<file path="config.mk">
export PLATFORM = sky130hd
export DESIGN_NAME = m3_round_len_calc
export DESIGN_NICKNAME = d
export VERILOG_FILES = /design/src/rtl/m3_pkg.sv /design/src/rtl/m3_len_ramp.sv /design/src/rtl/m3_round_len_calc.sv
export SDC_FILE = /design/constraint.sdc
export NUM_CORES = 1
export LEC_CHECK = 0
export CORE_ASPECT_RATIO = 1.2
export CORE_UTILIZATION = 35
export DETAILED_ROUTE_END_ITERATION = 12
export GPL_ROUTABILITY_DRIVEN = 0
export GPL_TIMING_DRIVEN = 1
export SYNTH_ARGS = -nofsm -noshare
export SYNTH_HDL_FRONTEND = slang
export SYNTH_HIERARCHICAL = 1
export SYNTH_SLANG_ARGS = --single-unit
</file>
<file path="constraint.sdc">
create_clock -name clkI -period 11.2 [get_ports clkI]
set_input_delay 2.24 -clock clkI [delete_from_list [all_inputs] [get_ports clkI]]
set_output_delay 2.24 -clock clkI [all_outputs]
set_load 0.02 [all_outputs]
</file>
<file path="src/rtl/m3_pkg.sv">
// Shared m3 types and default slice-length constants for the step sequencer front end.
package m3_pkg;

   typedef enum logic [1:0] {
      IDLE = 2'd0,
      RUN  = 2'd1,
      STOP = 2'd2,
      HALT = 2'd3
   } m3State_t;

   localparam int LEN_W = 22;
   typedef logic [LEN_W-1:0] len_t;

   localparam len_t eachSlicePeriodMax = 22'h3FFFFF;

   localparam len_t LEN_START_DEF  = 22'd200000;
   localparam len_t LEN_MIN_DEF    = 22'd2000;
   localparam len_t LEN_MAX_DEF    = 22'd400000;
   localparam len_t LEN_STEP_DEF   = 22'd1000;
   localparam len_t RAMP_DELTA_DEF = 22'd500;

endpackage

</file>
<file path="src/rtl/m3_len_ramp.sv">
// One ramp step of the live slice length toward its target, never overshooting.
// M3_LEN_RAMP_EN: step limited to deltaI; undefined: jump straight to target.
module m3_len_ramp
   import m3_pkg::*;
(
   input  len_t curI,
   input  len_t tgtI,
   input  len_t deltaI,
   output len_t nxtO,
   output logic changedO
);

   logic signed [LEN_W:0] diff;
   logic signed [LEN_W:0] negDiff;
   len_t                  mag;
   len_t                  step;

   always_comb begin
      diff    = $signed({1'b0, tgtI}) - $signed({1'b0, curI});
      negDiff = -diff;
      mag     = diff[LEN_W] ? negDiff[LEN_W-1:0] : diff[LEN_W-1:0];
`ifdef M3_LEN_RAMP_EN
      step    = (mag > deltaI) ? deltaI : mag;
`else
      step    = mag;
`endif
      nxtO     = diff[LEN_W] ? (curI - step) : (curI + step);
      changedO = (mag != '0);
   end

`ifndef M3_LEN_RAMP_EN
   logic unusedDelta;
   assign unusedDelta = ^deltaI;
`endif

endmodule

</file>
<file path="src/rtl/m3_round_len_calc.sv">
// Slice-length owner for the m3 sequencer: speed commands set a target, nextCalc ramps toward it.
// Optional M3_LEN_RAMP_EN limits each ramp step to RAMP_DELTA.
module m3_round_len_calc
   import m3_pkg::*;
#(
   parameter len_t LEN_START  = LEN_START_DEF,
   parameter len_t LEN_MIN    = LEN_MIN_DEF,
   parameter len_t LEN_MAX    = LEN_MAX_DEF,
   parameter len_t LEN_STEP   = LEN_STEP_DEF,
   parameter len_t RAMP_DELTA = RAMP_DELTA_DEF
) (
   input  logic        clkI,
   input  logic        nRstI,
   input  logic        m3startI,
   input  logic        m3forceStopI,
   input  logic        m3speedINCi,
   input  logic        m3speedDECi,
   input  logic        nextCalc_1i,
   output logic [31:0] dstRoundLenO,
   output logic        lenUpdO,
   output logic        atTargetO,
   output logic        stopDoneO
);

   m3State_t              state, nextState;
   len_t                  cur, tgt, nxtCur, nxtTgt, rampCur;
   logic                  incPrev, decPrev, incEdge, decEdge;
   logic                  rampChg, stepEn;
   logic                  nxtLenUpd, nxtAtTarget, nxtStopDone;
   logic signed [LEN_W:0] tgtDn;
   logic        [LEN_W:0] tgtUp;

   assign incEdge      = m3speedINCi & ~incPrev;
   assign decEdge      = m3speedDECi & ~decPrev;
   assign stepEn       = nextCalc_1i & ((state == RUN) | (state == STOP));
   assign dstRoundLenO = {{(32-LEN_W){1'b0}}, cur};

   m3_len_ramp uRamp (
      .curI     (cur),
      .tgtI     (tgt),
      .deltaI   (RAMP_DELTA),
      .nxtO     (rampCur),
      .changedO (rampChg)
   );

   always_ff @(posedge clkI or negedge nRstI) begin
      if (!nRstI) begin
         state     <= IDLE;
         cur       <= LEN_START;
         tgt       <= LEN_START;
         incPrev   <= 1'b0;
         decPrev   <= 1'b0;
         lenUpdO   <= 1'b0;
         atTargetO <= 1'b1;
         stopDoneO <= 1'b0;
      end else begin
         state     <= nextState;
         cur       <= nxtCur;
         tgt       <= nxtTgt;
         incPrev   <= m3speedINCi;
         decPrev   <= m3speedDECi;
         lenUpdO   <= nxtLenUpd;
         atTargetO <= nxtAtTarget;
         stopDoneO <= nxtStopDone;
      end
   end

   // Dropping start always wins and discards any ramp in progress.
   always_comb begin
      nextState = state;
      if (!m3startI) begin
         nextState = IDLE;
      end else begin
         case (state)
            IDLE: nextState = RUN;
            RUN:  if (m3forceStopI) nextState = STOP;
            STOP: if (nxtCur == LEN_MAX) nextState = HALT;
            HALT: nextState = HALT;
            default: nextState = IDLE;
         endcase
      end
   end

   // Ramp sees the target from before this cycle's command is applied.
   always_comb begin
      tgtDn     = $signed({1'b0, tgt}) - $signed({1'b0, LEN_STEP});
      tgtUp     = {1'b0, tgt} + {1'b0, LEN_STEP};
      nxtCur    = stepEn ? rampCur : cur;
      nxtTgt    = tgt;
      nxtLenUpd = stepEn & rampChg;
      if (state == RUN) begin
         if (m3forceStopI)
            nxtTgt = LEN_MAX;
         else if (incEdge & ~decEdge)
            nxtTgt = (tgtDn < $signed({1'b0, LEN_MIN})) ? LEN_MIN : tgtDn[LEN_W-1:0];
         else if (decEdge & ~incEdge)
            nxtTgt = (tgtUp > {1'b0, LEN_MAX}) ? LEN_MAX : tgtUp[LEN_W-1:0];
      end
      if (!m3startI) begin
         nxtCur    = LEN_START;
         nxtTgt    = LEN_START;
         nxtLenUpd = 1'b0;
      end
      nxtAtTarget = (nxtCur == nxtTgt);
      nxtStopDone = (nextState == HALT);
   end

endmodule

</file>
==> results.rst <==
.. list-table::
   :header-rows: 1

   * - Metric
     - Value
   * - Slew HR
     - 23.08%
   * - I/O pins
     - 42
   * - Crit-path max cell delay
     - 0.96 ns
   * - Number of max-slew violations in the final report
     - 0
   * - Maxcap violations
     - 0
   * - Critical path data arrival time
     - 8.99 ns
   * - Worst hold slack across all endpoints
     - 0.6554 ns
   * - Setup repair after global routing missed its margin
     - no
   * - Remaining antenna violation count after routing
     - 0
   * - Worst reg2reg startpoint
     - tgt[5]$_DFF_PN0_
   * - Cell occurring most often along the worst timing path
     - sky130_fd_sc_hd__a21oi_1
   * - Reg2Reg Capture Point
     - atTargetO$_DFF_PN1_
   * - Post-CTS Resized
     - 0
   * - Area Overhead vs Synth
     - 7.022%
   * - Post-DR vias/cell
     - 6.222
   * - R2R setup slack
     - 2.42 ns
   * - Hold wc startpoint
     - tgt[2]$_DFF_PN0_
   * - Clock buffer count from CTS
     - 5
   * - Most frequent cells in the layout
     - sky130_fd_sc_hd__a21oi_1 (100), sky130_fd_sc_hd__nand2_1 (96), sky130_fd_sc_hd__nor2_1 (92), sky130_fd_sc_hd__inv_1 (71), sky130_fd_sc_hd__o21ai_0 (58)
   * - Most common cell after layout, fill and taps aside
     - sky130_fd_sc_hd__a21oi_1
   * - Number of global-route vias before repair
     - 8435
   * - Time the final worst path needs with I/O delays and setup
     - 8.782 ns
   * - Inserted Diodes
     - 0
   * - Worst slack at placement
     - 2.586 ns
   * - Gate count after technology mapping
     - 1127
   * - Post-CTS setup buffers
     - 0
   * - Post-route setup slack
     - 2.418 ns
   * - Insertion delay of the later-clocked pin in the worst-skew pair
     - 0.30 ns
   * - TritonCTS clock tree
     - yes
   * - End of the worst hold path
     - tgt[2]$_DFF_PN0_
   * - Hold Violations, Final
     - 0
   * - Pin slew with the least headroom to its limit
     - 1.144 ns
   * - Type of the most critical hold path
     - register to register
   * - Largest net degree at the start of global routing
     - 52
   * - Clock-pin slew of the registers on the worst-case setup and hold paths
     - 0.08 ns
   * - # port buffers
     - 31
   * - Std cell rows
     - 61
   * - Maximum ir drop on the vdd rail
     - 0.1428 mV
   * - Std-Cell Core Area
     - 23200 sq um
   * - Routed via count
     - 8885
   * - Final setup viols
     - 0
   * - Achievable frequency
     - 113.9 MHz
   * - Pwr/cell area
     - 383.9 nW/um^2
   * - Total number of nets in the final design
     - 1174
   * - Max clock buf depth
     - 2
   * - Die Span X
     - 142.5 microns
   * - Critical path's slowest cell
     - sky130_fd_sc_hd__dfrtp_1
   * - Wire length of the first global-routing pass
     - 46950 microns
   * - Worst Path Class, Setup
     - register to register
   * - Average detailed-routed wire length per instance
     - 21.11 microns
   * - Post-synthesis average cell area
     - 7.352 sq um
   * - DPL Wire Length
     - 23650 microns
   * - Fin util
     - 38.22%
   * - Share of cells above drive strength 1
     - 7.367%
   * - Post-synthesis instance area
     - 8285 sq um
   * - Die outline area
     - 24300 sq um
   * - Initial core utilization
     - 35.71%
   * - Clk_skew
     - 0.007444 ns
   * - Ys Warns
     - 6
   * - Initial antenna violation count
     - 0
   * - Setup tns final
     - 0 ns
   * - Hold-fix buffers, CTS
     - 0
   * - GRT Resource Usage Total
     - 24.98%
   * - Leftover overflow at the end of global routing
     - 0
   * - Data required time of the critical path
     - 11.41 ns
   * - Root Buffer Master
     - sky130_fd_sc_hd__clkbuf_16
   * - Pre-antenna DRT Iters
     - 6
   * - Worst Path Max Fanout
     - 24
   * - CP Launch Type
     - register
   * - Initial DRC count
     - 753
   * - Crit path capture type
     - register
   * - Cells on worst reg2reg path
     - 32
   * - Count of cells along the worst hold path
     - 1
   * - Leakage power total
     - 3.574 nW
   * - Remaining routing DRC violations
     - 0
   * - Die height
     - 170.5 microns
   * - Routed Wire Length
     - 30140 microns
   * - Status
     - finished clean
   * - Clock net sink count
     - 51
   * - Deepest level of the CTS H-tree
     - 2
   * - Period utilisation layout
     - 78.41%
-- registers in the layout, indices dropped and copies added (netlist names) --
name	flops
atTargetO	1
stopDoneO	1
incPrev	1
cur	22
decPrev	1
state	2
lenUpdO	1
tgt	22
-- layer usage --
metal | track usage [%] | vias to the layer above | routed length, microns
met3 | 1.959 | 115 | 1643
met1 | 30.24 | 4241 | 12330
li1 | - | 4138 | -
met2 | 42.84 | 391 | 14180
met5 | 0 | - | 0
met4 | 15.57 | 0 | 1977
-- worst max-delay path: cells and delay by family, from the launching register on --
kind            cells  cell delay (ns)
compound gates     17             4.29
xor+xnor            2             0.39
fa+ha+maj           3             0.99
buf+inv             1             0.13
flops               1             0.96
simple gates        9             1.92
-- worst max-delay path by stage --
stage | start | to | slack, ns
4_1_cts | tgt[5]$_DFF_PN0_ | atTargetO$_DFF_PN1_ | 2.56
3_5_place_dp | tgt[5]$_DFF_PN0_ | atTargetO$_DFF_PN1_ | 2.59
2_1_floorplan | cur[8]$_DFF_PN1_ | atTargetO$_DFF_PN1_ | 4.00
3_3_place_gp | tgt[5]$_DFF_PN0_ | atTargetO$_DFF_PN1_ | 2.74
6_report | tgt[5]$_DFF_PN0_ | atTargetO$_DFF_PN1_ | 2.42
5_1_grt | tgt[5]$_DFF_PN0_ | atTargetO$_DFF_PN1_ | 1.81
-- stage by stage --
stage               power (W)  cell area, sq um  std cells
floorplan            0.002510              8319       1136
global placement     0.003153              8712       1420
detailed placement   0.003158              8712       1420
CTS                  0.003346              8867       1428
global route         0.003697              8867       1428
finish               0.003404              8867       1428
-- power breakdown --
part           internal, W  leakage, nW  switching (W)
sequential        0.000224        0.653      0.0000677
combinational      0.00118         2.85        0.00177
clock            0.0000897       0.0731      0.0000775
total              0.00149         3.57        0.00192
-- area by class of cell --
class	instances	area, sq um
flip-flops and latches	51	1292
clock buffers	6	138.9
fillers	2488	14340
clock inverters	2	16.27
multi-input cells	945	6405
repair buffers	37	350.3
inverters	72	270.3
well taps	315	394.1
(Power assumes the default switching activity.)
